<file path="config.mk">
export PLATFORM = sky130hd
export DESIGN_NAME = ibex_ex_fu_sequencer
export DESIGN_NICKNAME = d
export VERILOG_FILES = /design/src/rtl/ibex_ex_fu_sequencer.sv
export SDC_FILE = /design/constraint.sdc
export NUM_CORES = 1
export LEC_CHECK = 0
export BUFFER_PORTS_ARGS = -buffer_cell sky130_fd_sc_hd__buf_4
export CORE_ASPECT_RATIO = 0.6
export CORE_MARGIN = 2
export CORE_UTILIZATION = 40
export DETAILED_ROUTE_END_ITERATION = 12
export PLACE_DENSITY = 0.86
export SYNTH_ARGS = -nofsm -noshare
export SYNTH_HDL_FRONTEND = slang
export SYNTH_SLANG_ARGS = --single-unit
</file>
<file path="constraint.sdc">
create_clock -name clk_i -period 1.6 [get_ports clk_i]
set_input_delay 0.08 -clock clk_i [delete_from_list [all_inputs] [get_ports clk_i]]
set_output_delay 0.08 -clock clk_i [all_outputs]
set_load 0.02 [all_outputs]
</file>
<file path="src/rtl/ibex_ex_fu_sequencer.sv">
// EX-stage sequencer: routes single-cycle ALU results or one of NumFu multi-cycle unit results to ID.
// Optional BUSY watchdog enabled by defining IBEX_EX_FU_TIMEOUT_EN.
module ibex_ex_fu_sequencer #(
  parameter int unsigned NumFu         = 2,
  parameter int unsigned Width         = 32,
  parameter int unsigned TimeoutCycles = 64
) (
  input  logic                   clk_i,
  input  logic                   rst_ni,
  input  logic                   fu_en_i,
  input  logic [NumFu-1:0]       fu_sel_i,
  input  logic [NumFu-1:0]       fu_valid_i,
  input  logic [NumFu*Width-1:0] fu_result_i,
  input  logic [Width-1:0]       alu_result_i,
  input  logic                   alu_valid_i,
  input  logic                   ready_id_i,
  input  logic                   kill_i,
  output logic [NumFu-1:0]       fu_start_o,
  output logic [Width-1:0]       result_o,
  output logic                   valid_o,
  output logic                   busy_o,
  output logic                   sel_error_o,
  output logic                   timeout_o
);

  localparam int unsigned IdxW = (NumFu > 1) ? $clog2(NumFu) : 1;
  localparam int unsigned CntW = 8;
  localparam logic [CntW-1:0] TmoLast = CntW'(TimeoutCycles - 1);

  typedef enum logic [1:0] {
    S_IDLE = 2'd0,
    S_BUSY = 2'd1,
    S_HOLD = 2'd2
  } state_e;

  state_e           r_state;
  state_e           w_state_nxt;
  logic [IdxW-1:0]  r_idx;
  logic [IdxW-1:0]  w_sel_idx;
  logic [Width-1:0] r_hold;
  logic [Width-1:0] w_hold_d;
  logic [Width-1:0] w_fu_res;
  logic             w_fu_done;
  logic             w_sel_onehot;
  logic             w_sel_multi;
  logic             w_tmo_hit;
  logic             w_idx_load;
  logic             w_hold_load;
  logic             w_busy_enter;

  // Select decode and latched-unit result/strobe mux
  always_comb begin
    w_sel_idx = '0;
    w_fu_done = 1'b0;
    w_fu_res  = '0;
    for (int k = 0; k < NumFu; k++) begin
      if (fu_sel_i[k]) begin
        w_sel_idx = IdxW'(k);
      end
      if (r_idx == IdxW'(k)) begin
        w_fu_done = fu_valid_i[k];
        w_fu_res  = fu_result_i[k*Width +: Width];
      end
    end
  end

  assign w_sel_onehot = (fu_sel_i != '0) && ((fu_sel_i & (fu_sel_i - NumFu'(1))) == '0);
  assign w_sel_multi  = (fu_sel_i != '0) && !w_sel_onehot;

`ifdef IBEX_EX_FU_TIMEOUT_EN
  logic [CntW-1:0] r_tcnt;

  // Counts BUSY cycles since the last start; completion is forced at TmoLast
  always_ff @(posedge clk_i or negedge rst_ni) begin
    if (!rst_ni) begin
      r_tcnt <= '0;
    end else if (w_busy_enter) begin
      r_tcnt <= '0;
    end else if (r_state == S_BUSY) begin
      r_tcnt <= r_tcnt + CntW'(1);
    end
  end

  assign w_tmo_hit = (r_state == S_BUSY) && !w_fu_done && (r_tcnt == TmoLast);
`else
  logic w_unused_tmo;

  assign w_unused_tmo = ^TmoLast;
  assign w_tmo_hit    = 1'b0;
`endif

  // State register
  always_ff @(posedge clk_i or negedge rst_ni) begin
    if (!rst_ni) begin
      r_state <= S_IDLE;
    end else begin
      r_state <= w_state_nxt;
    end
  end

  // Next state and outputs; kill overrides everything else
  always_comb begin
    w_state_nxt  = r_state;
    fu_start_o   = '0;
    result_o     = alu_result_i;
    valid_o      = 1'b0;
    sel_error_o  = 1'b0;
    timeout_o    = 1'b0;
    w_idx_load   = 1'b0;
    w_hold_load  = 1'b0;
    w_busy_enter = 1'b0;
    w_hold_d     = '0;
    if (rst_ni) begin
      sel_error_o = fu_en_i && w_sel_multi;
      case (r_state)
        S_IDLE: begin
          if (fu_sel_i == '0) begin
            valid_o = alu_valid_i;
          end else if (fu_en_i && w_sel_onehot) begin
            fu_start_o   = fu_sel_i;
            w_idx_load   = 1'b1;
            w_busy_enter = 1'b1;
            w_state_nxt  = S_BUSY;
          end
        end
        S_BUSY: begin
          if (w_fu_done || w_tmo_hit) begin
            valid_o   = 1'b1;
            timeout_o = w_tmo_hit;
            w_hold_d  = w_fu_done ? w_fu_res : '0;
            result_o  = w_hold_d;
            if (ready_id_i) begin
              w_state_nxt = S_IDLE;
            end else begin
              w_hold_load = 1'b1;
              w_state_nxt = S_HOLD;
            end
          end
        end
        S_HOLD: begin
          valid_o  = 1'b1;
          result_o = r_hold;
          if (ready_id_i) begin
            w_state_nxt = S_IDLE;
          end
        end
        default: begin
          w_state_nxt = S_IDLE;
        end
      endcase
      if (kill_i) begin
        valid_o      = 1'b0;
        fu_start_o   = '0;
        timeout_o    = 1'b0;
        w_idx_load   = 1'b0;
        w_hold_load  = 1'b0;
        w_busy_enter = 1'b0;
        w_state_nxt  = S_IDLE;
      end
    end
  end

  // Latched unit index and stalled-result hold register
  always_ff @(posedge clk_i or negedge rst_ni) begin
    if (!rst_ni) begin
      r_idx  <= '0;
      r_hold <= '0;
    end else begin
      if (w_idx_load) begin
        r_idx <= w_sel_idx;
      end
      if (w_hold_load) begin
        r_hold <= w_hold_d;
      end
    end
  end

  assign busy_o = (r_state == S_BUSY) || (r_state == S_HOLD);

endmodule
</file>
# ---- After elaboration in Yosys (flattened, before gate mapping)
# Cells that the tools add are included.
dict set report word_totals {
  output_inout_bits 38
  register_bits 35
}
dict set report op_classes {
  bitwise 1
  n_mux 37
  n_addsub 1
  n_reduce_logical 11
  eq_ne 6
}
# cell count
set ops {}
lappend ops {{$mux W32} 6}
lappend ops {{$pmux W32 S2} 1}
lappend ops {{$mux W2} 11}
lappend ops {{$mux W1} 17}
lappend ops {{$ne A3 B3 Y1 const B} 4}
lappend ops {{$logic_not A2 Y1} 3}
lappend ops {{$pmux W2 S3} 1}
lappend ops {{$reduce_and A5 Y1} 1}
lappend ops {{$logic_and A1 B1 Y1} 4}
lappend ops {{$pmux W1 S3} 1}
lappend ops {{$and A2 B2 Y2} 1}
lappend ops {{$eq A2 B1 Y1 const B} 1}
lappend ops {{$eq A2 B2 Y1 const B} 1}
lappend ops {{$reduce_bool A2 Y1} 1}
lappend ops {{$sub A2 B1 Y2 const B} 1}
lappend ops {{$logic_not A1 Y1} 1}
lappend ops {{$logic_or A1 B1 Y1} 1}

# ---- Logic depth before layout (Yosys ltp)
# Gate-level depths: netlist of run 1.
dict set report logic_depth {
  ltp_word 10
  ltp_mapped 6
  mapped_depth_nobuf 6
}

# ---- Least setup slack after synthesis of run 1
# No wires, ideal clock.
dict set report synth_timing {
  path_type {register to output}
  start {reg r_state[1]}
  end {out result_o[10]}
  required_time_ns 1.520
  arrival_time_ns 1.682
  path_slack_ns -0.162
  stages_incl_launch_ff 7
  path_cell_list {dfrtp_1 > inv_1 > ha_1 > clkbuf_1 > clkbuf_1 > a22oi_1 > o2bb2ai_1}
}
dict set report synth_via {
  elab_chain_cells 3
  word_cells_on_any_way 4
}
# item line
set synth_rtl {}
lappend synth_rtl {{start: declaration} 36} ;# state_e r_state;
lappend synth_rtl {{start signal: assignment} 97} ;# r_state <= w_state_nxt;
lappend synth_rtl {{$eq A2 B2 Y1 / $eq A2 B1 Y1 (equally long branches)} 115} ;# case (r_state)
lappend synth_rtl {{$pmux W32 S2 (*)} 115}
lappend synth_rtl {{$mux W32 (*)} 113} ;# if (rst_ni) begin
lappend synth_rtl {{end: declaration} 19} ;# output logic [Width-1:0] result_o,
# Every way passes the cells marked *; elsewhere a longest branch is shown, timed or not.

# ---- Worst setup path after layout of run 1
dict set report layout_timing {
  start {reg r_idx}
  end {out result_o[20]}
}
dict set report layout_via {
  elab_chain_cells 4
  word_cells_on_any_way 5
}
# item line
set layout_rtl {}
lappend layout_rtl {{start: declaration} 38} ;# logic [IdxW-1:0] r_idx;
lappend layout_rtl {{start signal: assignment} 170} ;# r_idx <= w_sel_idx;
lappend layout_rtl {{$mux W32 / $mux W1 (equally long branches)} 60} ;# if (r_idx == IdxW'(k)) begin
lappend layout_rtl {{$mux W32 (*)} 127} ;# if (w_fu_done || w_tmo_hit) begin
lappend layout_rtl {{$pmux W32 S2 (*)} 115}
lappend layout_rtl {{$mux W32 (*)} 113}
# Marked as above.

==> key figures, run 1 <==
Status
  – Status: finished, violations left
  – Failing checks: negative setup slack

Detailed routing
  – DR vias: 3299
  – First-pass iteration count of the detailed router: 5
  – Met1 wire length: 4.83 mm
  – Starting DRT DRC Count: 214
  – DRT Wirelength: 11.8 mm
  – Met3 routed WL: 989 µm
  – Residual DRC count: 0
  – Met2 wire len: 5.74 mm
  – Avg Vias per Cell: 5.88
  – Highest routed layer: met4
  – Final ANT Viol Nets: 0
  – Drt wl/cell: 20.9 µm

Synth
  – Post-synth top area share: 34.3%
  – Mapped Cells: 301
  – Yosys reg bits: 35
  – Post-Syn Area: 2550 µm²
  – Post-synth top cells: nand2_1, dfrtp_1, o21ai_0
  – Sequential share of the synthesized area: 34.3%
  – Synth area leaders: dfrtp_1, a22o_1, o2bb2ai_1, nand2_1, a22oi_1
  – Top_reg_cell synth: dfrtp_1
  – Post-synth cell types: 32
  – Share of synthesized flip-flops with an asynchronous set or reset: 100%
  – YS warnings: 0
  – Synth Net Count: 414
  – EDFF count, synth: 0
  – Count leader, synth: nand2_1
  – Syn Area/Cell: 8.48 µm²
  – Top cell type by total area after synthesis: dfrtp_1

Cells and area
  – Nets: 589
  – Area grow syn2layout: 103%
  – Multi-input combinational cell area: 2140 µm²
  – Antenna diodes: 0
  – Register area: 877 µm²
  – Fillers: 340
  – Share of cells above drive strength 1: 64.2%

GRT
  – Number of global-route vias before repair: 3185
  – Pin count of the biggest net entering global routing: 43
  – Total global routing overflow: 0
  – Global-route wire length before repair: 16.0 mm
  – GRT Resource Usage Total: 29.2%
  – Initial antenna violation count: 0

STA
  – Worst rel slew slack: 62.2%
  – TNS Setup: -18770 ps
  – Final min period: 2000 ps
  – PnR worst setup slack: -398 ps
  – RSZ-0062 raised after global routing: true
  – Worst-margin pin slew: 564 ps
  – Final period util: 125%
  – Skew final: 8.25 ps
  – Final Hold Viols: 0
  – Slew Limit Fails: 0
  – Max Clk Rate: 0.500 GHz
  – Final setup vio count: 68

Pwr
  – Leakage: 2.26 nW
  – Worst IR drop on VDD: 0.640 mV
  – Power after layout: 0.00591 W
  – PwrDens: 1140 nW/µm²

Floorplan
  – Die width: 107 µm
  – Die Y-Extent: 65.9 µm
  – Core footprint: 6140 µm²
  – Total die area: 7060 µm²
  – # IOs: 144
  – Initial core utilization: 41.6%
  – Row count: 22

CTS
  – CTS tree: done
  – Root buffer cell: clkbuf_8
  – CTS Sinks: 35
  – Clock transition at path regs: 70 ps
  – H-tree depth: 2
  – Deepest clock path buffer count: 2
  – Clk_lat worst skew: 290 ps
  – Num CTS Buffers: 5

Placed design
  – Detail Placement HPWL: 6.55 mm
  – Port bufs: 142
  – GPL Wtd Cong: 0.810

Critical path
  – Max stage delay on crit path: 410 ps
  – CP max-delay cell: dfrtp_1
  – Critical path class: reg -> out
  – Crit Path Max Fanout: 17
  – Req. time, crit path: 1520 ps
  – Setup crit end kind: output pin
  – CP cell instances: and2_4, buf_4, a22o_1, a22oi_1, o2bb2ai_2, buf_6
  – Crit start category: register
  – Critical path arrival: 1920 ps
  – Reg2Reg Setup Slack: -290 ps

Hold path
  – HP Class: in -> reg

Flow run
  – Max-cap violation count: 0
metrics by stage:
| step | setup slack [ps] | util [%] | hold slack (ps) | area (µm²) | instances |
|---|---|---|---|---|---|
| finish | -398 | 84.3 | 60.5 | 5170 | 561 |
| floorplan | -75.7 | - | -216 | 2760 | 301 |
| CTS | -379 | 79.3 | 56.2 | 4870 | 558 |
| global placement | -57.1 | 67.6 | -38.9 | 4150 | 530 |
| detailed placement | -97.7 | 67.6 | -32.4 | 4150 | 530 |
| global route | -445 | 84.3 | 66.9 | 5170 | 561 |
cell families after synthesis:
family,synth area share (%)
other,0.147
AOI/OAI and AO/OA,40.3
muxes,0.441
buffers and inverters,7.30
adders and majority gates,3.43
DFF,34.3
and+or+nand+nor,14.1
cell type report:
cell class              count  area share, %
inverters                   6          0.435
flip-flops and latches     35           16.9
multi-input cells         228           41.3
clock buffers               6           1.40
repair buffers            200           37.6
well taps                  84           2.03
clock inverters             2          0.242
worst paths after layout:
| kind | start | end | cells after the start |
|---|---|---|---|
| worst max-delay path | r_idx | result_o[20] | 6 |
| worst min register to register | r_hold[13] | r_hold[13] | 2 |
| worst max register to register | r_idx | r_hold[14] | 10 |
| max in group asynchronous | rst_ni | r_state[0] | 2 |
| worst min-delay path | fu_sel_i[1] | r_idx | 2 |
| min in group asynchronous | rst_ni | r_state[0] | 2 |
state kept, by name, indices dropped and copies added (netlist names):
register,count
r_idx,1
r_state,2
r_hold,32
metal layers:
metal	vias up	track usage, %
li1	1480	-
met1	1609	37.7
met2	189	50.9
met3	21	7.09
met4	0	4.71
met5	-	0
placed cells by master (no fill, tap or decap), types with 3 or more instances in the layout:
| cell | n |
|---|---|
| nand2_2 | 6 |
| a22o_1 | 32 |
| clkbuf_16 | 4 |
| o21ai_1 | 8 |
| inv_1 | 4 |
| ha_1 | 3 |
| buf_16 | 4 |
| buf_6 | 35 |
| nand2_1 | 40 |
| buf_4 | 141 |
| ha_4 | 3 |
| o2bb2ai_2 | 25 |
| o21ai_2 | 26 |
| clkbuf_8 | 5 |
| dlygate4sd3_1 | 3 |
| dfrtp_1 | 34 |
| nand2_4 | 19 |
| and2_1 | 3 |
| a22oi_1 | 29 |
| o2bb2ai_4 | 5 |
| buf_12 | 12 |
repair_timing:
item,4_1_cts,5_1_grt
gates cloned,7,4
hold buffers,3,0
setup buffers,11,3
endpoints found under the setup margin,51,70
resized for setup,104,68
pin swaps,9,22
endpoints found under the hold margin,17,0
power breakdown:
group          leakage (nW)  internal, W  switching, W
clock                0.0412     0.000305      0.000342
sequential            0.481      0.00106      0.000180
combinational          1.74      0.00198       0.00204
worst max-delay path, delay by kind of cell (launching register included):
kind,cells,cell delay (ps)
AOI/OAI and AO/OA,3,730
and+or+nand+nor,1,160
DFF,1,410
buffers and inverters,2,340
Power figures use the tool's default switching activity.
==> run 2, diff against run 1 <==
--- a/config.mk
+++ b/config.mk
@@ -5,12 +5,13 @@
 export SDC_FILE = /design/constraint.sdc
 export NUM_CORES = 1
 export LEC_CHECK = 0
+export ABC_AREA = 1
 export BUFFER_PORTS_ARGS = -buffer_cell sky130_fd_sc_hd__buf_4
-export CORE_ASPECT_RATIO = 0.6
+export CORE_ASPECT_RATIO = 1.25
 export CORE_MARGIN = 2
-export CORE_UTILIZATION = 40
+export CORE_UTILIZATION = 43
 export DETAILED_ROUTE_END_ITERATION = 12
-export PLACE_DENSITY = 0.86
+export PLACE_DENSITY = 0.87
 export SYNTH_ARGS = -nofsm -noshare
 export SYNTH_HDL_FRONTEND = slang
 export SYNTH_SLANG_ARGS = --single-unit
==> run 2 against run 1 <==
Compared with the run above: the flow still finishes with violations (negative setup slack); clock-buffer cell count up 2; clock skew decreased by 1.5 ps; sequential power fell by 3%; design area decreased by 3.8%; first-iteration DRC count increased by 11%.
==> key figures, run 2 <==
Floorplan
  – # IOs: 144
  – Row count: 33
  – Initial core utilization: 44.9%
  – Die Y-Extent: 96.9 µm
  – Die width: 78.3 µm
  – Core footprint: 6610 µm²
  – Total die area: 7590 µm²

Synth
  – Post-Syn Area: 2970 µm²
  – Post-synth top cells: nand2_1, nand3_1, dfrtp_1
  – Share of synthesized flip-flops with an asynchronous set or reset: 100%
  – Synth Area in Adders: 2.95%
  – YS warnings: 0
  – Compound-Gate Fraction of Synth Area: 10.7%
  – Syn Area/Cell: 6.32 µm²
  – Top cell type by total area after synthesis: nand2_1
  – Multiplexer area fraction after synthesis: 0%
  – Post-synth top area share: 37.4%
  – Largest family of logic cells by synthesized area: simple AND/OR/NAND/NOR gates
  – EDFF count, synth: 0
  – Post-Synth XOR/XNOR Area: 0%
  – Mapped Cells: 470
  – Post-synth cell types: 25
  – Yosys reg bits: 35
  – Synth area leaders: nand2_1, dfrtp_1, o21ai_2, nand3_1, buf_6
  – Simple-gate share of the synthesized area: 47.7%
  – Synth Net Count: 583
  – Count leader, synth: nand2_1
  – Sequential share of the synthesized area: 29.5%
  – Top_reg_cell synth: dfrtp_1

CTS
  – CTS tree: done
  – CTS Sinks: 35
  – H-tree depth: 2
  – Clock transition at path regs: 70 ps
  – Clk_lat worst skew: 280 ps
  – Num CTS Buffers: 5
  – Root buffer cell: clkbuf_8
  – Deepest clock path buffer count: 2

Detailed routing
  – Final ANT Viol Nets: 0
  – DRT Wirelength: 10.6 mm
  – First-pass iteration count of the detailed router: 4
  – DR vias: 3623
  – Residual DRC count: 0
  – Avg Vias per Cell: 5.09
  – Starting DRT DRC Count: 238
  – Drt wl/cell: 14.9 µm

Placed design
  – GPL Wtd Cong: 0.817
  – Port bufs: 142
  – Area after DPL: 4170 µm²
  – Detail Placement HPWL: 6.38 mm

Cells and area
  – Fillers: 453
  – Largest registers: r_hold (32), r_state (2), r_idx (1)
  – Final instance area: 4980 µm²
  – Share of cells above drive strength 1: 50.4%
  – Most common cell after layout, fill and taps aside: nand2_1
  – Antenna diodes: 0
  – Register area: 877 µm²
  – Largest register FFs: 32
  – Largest register by flop count: r_hold
  – Area grow syn2layout: 67.6%
  – Multi-input combinational cell area: 2160 µm²
  – Nets: 737
  – Commonest non-fill, non-tap cells in the layout: nand2_1, buf_4, nand2_2

Hold path
  – Worst hold stages: 3
  – HP Class: in -> reg
  – Hold path startpoint: fu_sel_i[1]

GRT
  – GRT Resource Usage Total: 25.6%
  – Global-route wire length before repair: 15.8 mm
  – Number of global-route vias before repair: 3524
  – Initial antenna violation count: 0
  – Total global routing overflow: 0
  – Pin count of the biggest net entering global routing: 35

STA
  – Final period util: 115%
  – PnR worst setup slack: -240 ps
  – TNS Setup: -8280 ps
  – Max Clk Rate: 0.543 GHz
  – Final Hold Viols: 0
  – RSZ-0062 raised after global routing: true
  – Final min period: 1840 ps
  – Slew Limit Fails: 0
  – Skew final: 6.80 ps
  – Final setup vio count: 67

Critical path
  – FF-to-FF path depth: 9
  – Setup crit end kind: output pin
  – Crit Path Max Fanout: 8
  – Critical path class: reg -> out
  – Crit start category: register
  – RR Startpoint: r_state[1]
  – Critical path arrival: 1760 ps
  – Critical path startpoint: r_state[0]
  – Req. time, crit path: 1520 ps

Pwr
  – Leakage: 2.70 nW
  – Worst IR drop on VDD: 0.737 mV
  – PwrDens: 1310 nW/µm²
  – Power after layout: 0.00654 W

Flow run
  – Max-cap violation count: 0

Status
  – Failing checks: negative setup slack
  – Status: finished, violations left
## run 2: cell count changes in the layout (fill, tap and decap cells not counted), moves of 5 or more
cell / before / now
a22o_1: 32 / 0
a22oi_1: 29 / 0
buf_12: 12 / 7
buf_4: 141 / 122
buf_6: 35 / 41
nand2_1: 40 / 218
nand2_2: 6 / 63
nand3_1: 0 / 35
nor2_1: 1 / 6
o21ai_1: 8 / 0
o21ai_2: 26 / 32
o2bb2ai_2: 25 / 0
o2bb2ai_4: 5 / 0
## run 2: stage by stage
stage          hold slack, ps  utilization [%]  instances  worst slack (ps)
6_report                  110             75.3        712              -240
5_1_grt                   126             75.3        712              -330
4_1_cts                   107             71.3        709              -194
3_5_place_dp            -57.4             63.0        689              15.3
3_3_place_gp            -63.2             63.0        689              80.4
2_1_floorplan            -216                -        470             -60.8
## run 2: what timing repair did
item | 4_1_cts | 5_1_grt
endpoints found under the setup margin | 36 | 38
resized for setup | 83 | 78
buffers inserted | 8 | 3
hold buffers | 1 | 0
endpoints found under the hold margin | 35 | 0
pin swaps | 34 | 24
cloned | 3 | 2
## run 2: layout make-up
class / count / share of cell area (%)
clock buffer: 8 / 2.01
inverter: 11 / 0.980
multi-input combinational: 393 / 43.5
sequential: 35 / 17.6
tap: 87 / 2.19
timing repair buffer: 178 / 33.7
## run 2: cells by family after synthesis
| logic type | Yosys count |
|---|---|
| AND/OR/NAND/NOR | 348 |
| buffers and inverters | 42 |
| AO/OA/AOI/OAI | 37 |
| flip-flops | 35 |
| adder cells (fa/ha/maj) | 7 |
| other | 1 |
## run 2: metal layers
metal | GRT usage, % | part of all wire [%]
met3 | 2.80 | 7.3
met5 | 0 | 0
met1 | 30.0 | 36
met2 | 45.6 | 52
met4 | 12.6 | 5.1
## run 2: worst max-delay path, stage by stage, from the launching register on
cell	delay, ps
dfrtp_1	380
inv_2	80
ha_4	280
nand2_4	50
inv_4	70
o21ai_4	80
buf_12	140
buf_16	150
nand2_2	70
nand2_2	50
buf_6	130
## run 2: final timing paths
| path | to | slack, ps |
|---|---|---|
| hold reg to reg | r_hold[15] | 480 |
| setup / recovery | result_o[16] | -240 |
| max in group asynchronous | r_hold[13] | 520 |
| min in group asynchronous | r_state[0] | 360 |
| hold / removal | r_idx | 110 |
| setup reg to reg | r_hold[16] | -70 |
## run 2: power by group
group          leakage, nW  internal, W  switching [W]
combinational         2.16      0.00203        0.00260
sequential           0.482      0.00106       0.000139
clock               0.0515     0.000393       0.000315
total                 2.70      0.00348        0.00305
==> run 3, diff against run 2 <==
--- a/config.mk
+++ b/config.mk
@@ -12,6 +12,7 @@
 export CORE_UTILIZATION = 43
 export DETAILED_ROUTE_END_ITERATION = 12
 export PLACE_DENSITY = 0.87
+export SETUP_SLACK_MARGIN = 0.5
 export SYNTH_ARGS = -nofsm -noshare
 export SYNTH_HDL_FRONTEND = slang
 export SYNTH_SLANG_ARGS = --single-unit
==> run 3 against run 2 <==
Compared with the run above: the flow still finishes with violations (negative setup slack); register-to-register slack worse by 230 ps; combinational power up 21%; clock-buffer cell count down 2; clock skew barely moved; via count increased by 23%; wire length is 47% higher; sequential share of layout area down 2.4 points; critical path depth down 1; power is 15% higher; cell count grew 5.1%; critical path type unchanged.
==> key figures, run 3 (same netlist as run 2, synthesis figures left out) <==
Placed design
  – Port bufs: 142
  – Inst Count DP: 712
  – Detail Placement HPWL: 7.36 mm
  – GPL Wtd Cong: 0.783

Status
  – Failing checks: negative setup slack
  – Status: finished, violations left

CTS
  – CTS tree: done
  – Clock transition at path regs: 80 ps
  – Clk_lat worst skew: 290 ps
  – Root buffer cell: clkbuf_8
  – Num CTS Buffers: 5
  – CTS Sinks: 35
  – Deepest clock path buffer count: 2
  – H-tree depth: 2

STA
  – Final min period: 1950 ps
  – Final setup vio count: 68
  – Final period util: 122%
  – PnR worst setup slack: -348 ps
  – Skew final: 6.49 ps
  – Worst-margin pin slew: 565 ps
  – Hold Slack: 140 ps
  – Final Hold Viols: 0
  – RSZ-0062 raised after global routing: true
  – Max Clk Rate: 0.513 GHz
  – Slew Limit Fails: 0
  – Worst rel slew slack: 62.2%

Detailed routing
  – Drt wl/cell: 20.8 µm
  – Starting DRT DRC Count: 432
  – First-pass iteration count of the detailed router: 5
  – Final ANT Viol Nets: 0
  – DR vias: 4446
  – Residual DRC count: 0
  – Avg Vias per Cell: 5.94
  – DRT Wirelength: 15.6 mm

Floorplan
  – Die Y-Extent: 96.9 µm
  – Row count: 33
  – Total die area: 7590 µm²
  – Core footprint: 6610 µm²
  – Die width: 78.3 µm
  – # IOs: 144
  – Initial core utilization: 44.9%

Flow run
  – Max-cap violation count: 0

Pwr
  – Combinational share of power: 74.2%
  – Internal Power: 0.00385 W
  – PwrDens: 1300 nW/µm²
  – Worst IR drop on VDD: 0.897 mV
  – Sequential power share: 16.7%
  – Clock power frac: 9.2%
  – Switching Share: 48.9%
  – Leakage: 2.97 nW
  – Net Switching: 0.00368 W

Critical path
  – CP max-delay cell: dfrtp_1
  – Delay-heaviest family, CP: buffers and inverters
  – Max stage delay on crit path: 430 ps
  – CP bufs+invs: 4
  – Crit start category: register
  – Critical path arrival: 1870 ps
  – Setup crit end kind: output pin
  – Crit Path Max Fanout: 18
  – Req. time, crit path: 1520 ps
  – Critical path class: reg -> out
  – CP dominant cell by count: buf_6
  – CP cell instances: buf_6, buf_6, ha_4, buf_12, nand2_1, nand2_1, nand2_2, nand2_2, buf_6

GRT
  – Pin count of the biggest net entering global routing: 28
  – GRT Resource Usage Total: 34.6%
  – Global-route wire length before repair: 20.9 mm
  – Number of global-route vias before repair: 4381
  – Met1 Resource Use GR: 37.0%
  – Initial antenna violation count: 0
  – Grt peak-use layer: met2
  – Met2 Use GR: 61.4%
  – GR Util met3: 7.46%
  – Total global routing overflow: 0

Cells and area
  – Nets: 774
  – Largest registers: r_hold (32), r_state (2), r_idx (1)
  – Largest register FFs: 32
  – Area grow syn2layout: 94.8%
  – Commonest non-fill, non-tap cells in the layout: nand2_1, buf_4, nand2_4
  – Most common cell after layout, fill and taps aside: nand2_1
  – Fillers: 295
  – Share of cells above drive strength 1: 58.4%
  – Largest register by flop count: r_hold
  – Antenna diodes: 0
  – Final Non-Filler Cells: 748

Hold path
  – HP Class: in -> reg
## run 3: per-stage QoR
| step | TNS [ps] | area, µm² | setup slack, ps | util [%] | total power (W) |
|---|---|---|---|---|---|
| floorplan | 0 | 3400 | 114 | - | 0.00383 |
| global placement | 0 | 4750 | 77.1 | 72.0 | 0.00513 |
| detailed placement | 0 | 4750 | 6.85 | 72.0 | 0.00524 |
| CTS | -10530 | 5490 | -219 | 83.0 | 0.00670 |
| global route | -21170 | 5780 | -384 | 87.6 | 0.00782 |
| finish | -18580 | 5780 | -348 | 87.6 | 0.00753 |
## run 3: cell type report
cell class | count | area (µm²) | share of cell area [%]
Clock buffer | 6 | 82.6 | 1.43
Clock inverter | 1 | 5.00 | 0.0865
Inverter | 11 | 53.8 | 0.930
Multi-Input combinational cell | 393 | 2510 | 43.5
Sequential cell | 35 | 878 | 15.2
Tap cell | 87 | 109 | 1.88
Timing Repair Buffer | 215 | 2140 | 37.0
## run 3: power groups by stage
stage	sequential (W)	combinational (W)	clock, W
floorplan	0.00116	0.00267	0
global placement	0.00119	0.00394	0
detailed placement	0.00120	0.00404	0
CTS	0.00120	0.00484	0.000662
global route	0.00126	0.00583	0.000723
finish	0.00125	0.00558	0.000691
## run 3: path summary, 6_finish.rpt
path | startpoint | to | slack [ps] | cells after the start
max | r_state[1] | result_o[24] | -350 | 9
min | fu_sel_i[1] | r_idx | 140 | 3
max reg2reg | r_state[0] | r_hold[15] | -300 | 10
min reg2reg | r_hold[14] | r_hold[14] | 500 | 2
max in group asynchronous | rst_ni | r_hold[6] | 760 | 3
min in group asynchronous | rst_ni | r_state[1] | 420 | 2
## run 3: layer usage
metal	share of wire [%]	up-vias
li1	-	1848
met1	33	2072
met2	49	386
met3	9.8	140
met4	9.0	0
met5	0	-
## run 3: repair_timing
| item | in CTS | in global routing |
|---|---|---|
| endpoints found under the setup margin | 71 | 71 |
| pin swaps | 11 | 13 |
| gates cloned | 7 | 2 |
| buffers inserted | 13 | 5 |
| hold buffers | 2 | 0 |
| resized for setup | 105 | 45 |
| endpoints found under the hold margin | 10 | 0 |
## run 3: worst register-to-register path, stage by stage, from the launching register on
cell and delay [ps]:
dfrtp_2 440, buf_6 140, ha_4 190, inv_4 60, buf_4 150, nor3_4 170
nand3_4 180, buf_6 180, clkbuf_16 160, nand2_2 70, o21ai_2 60
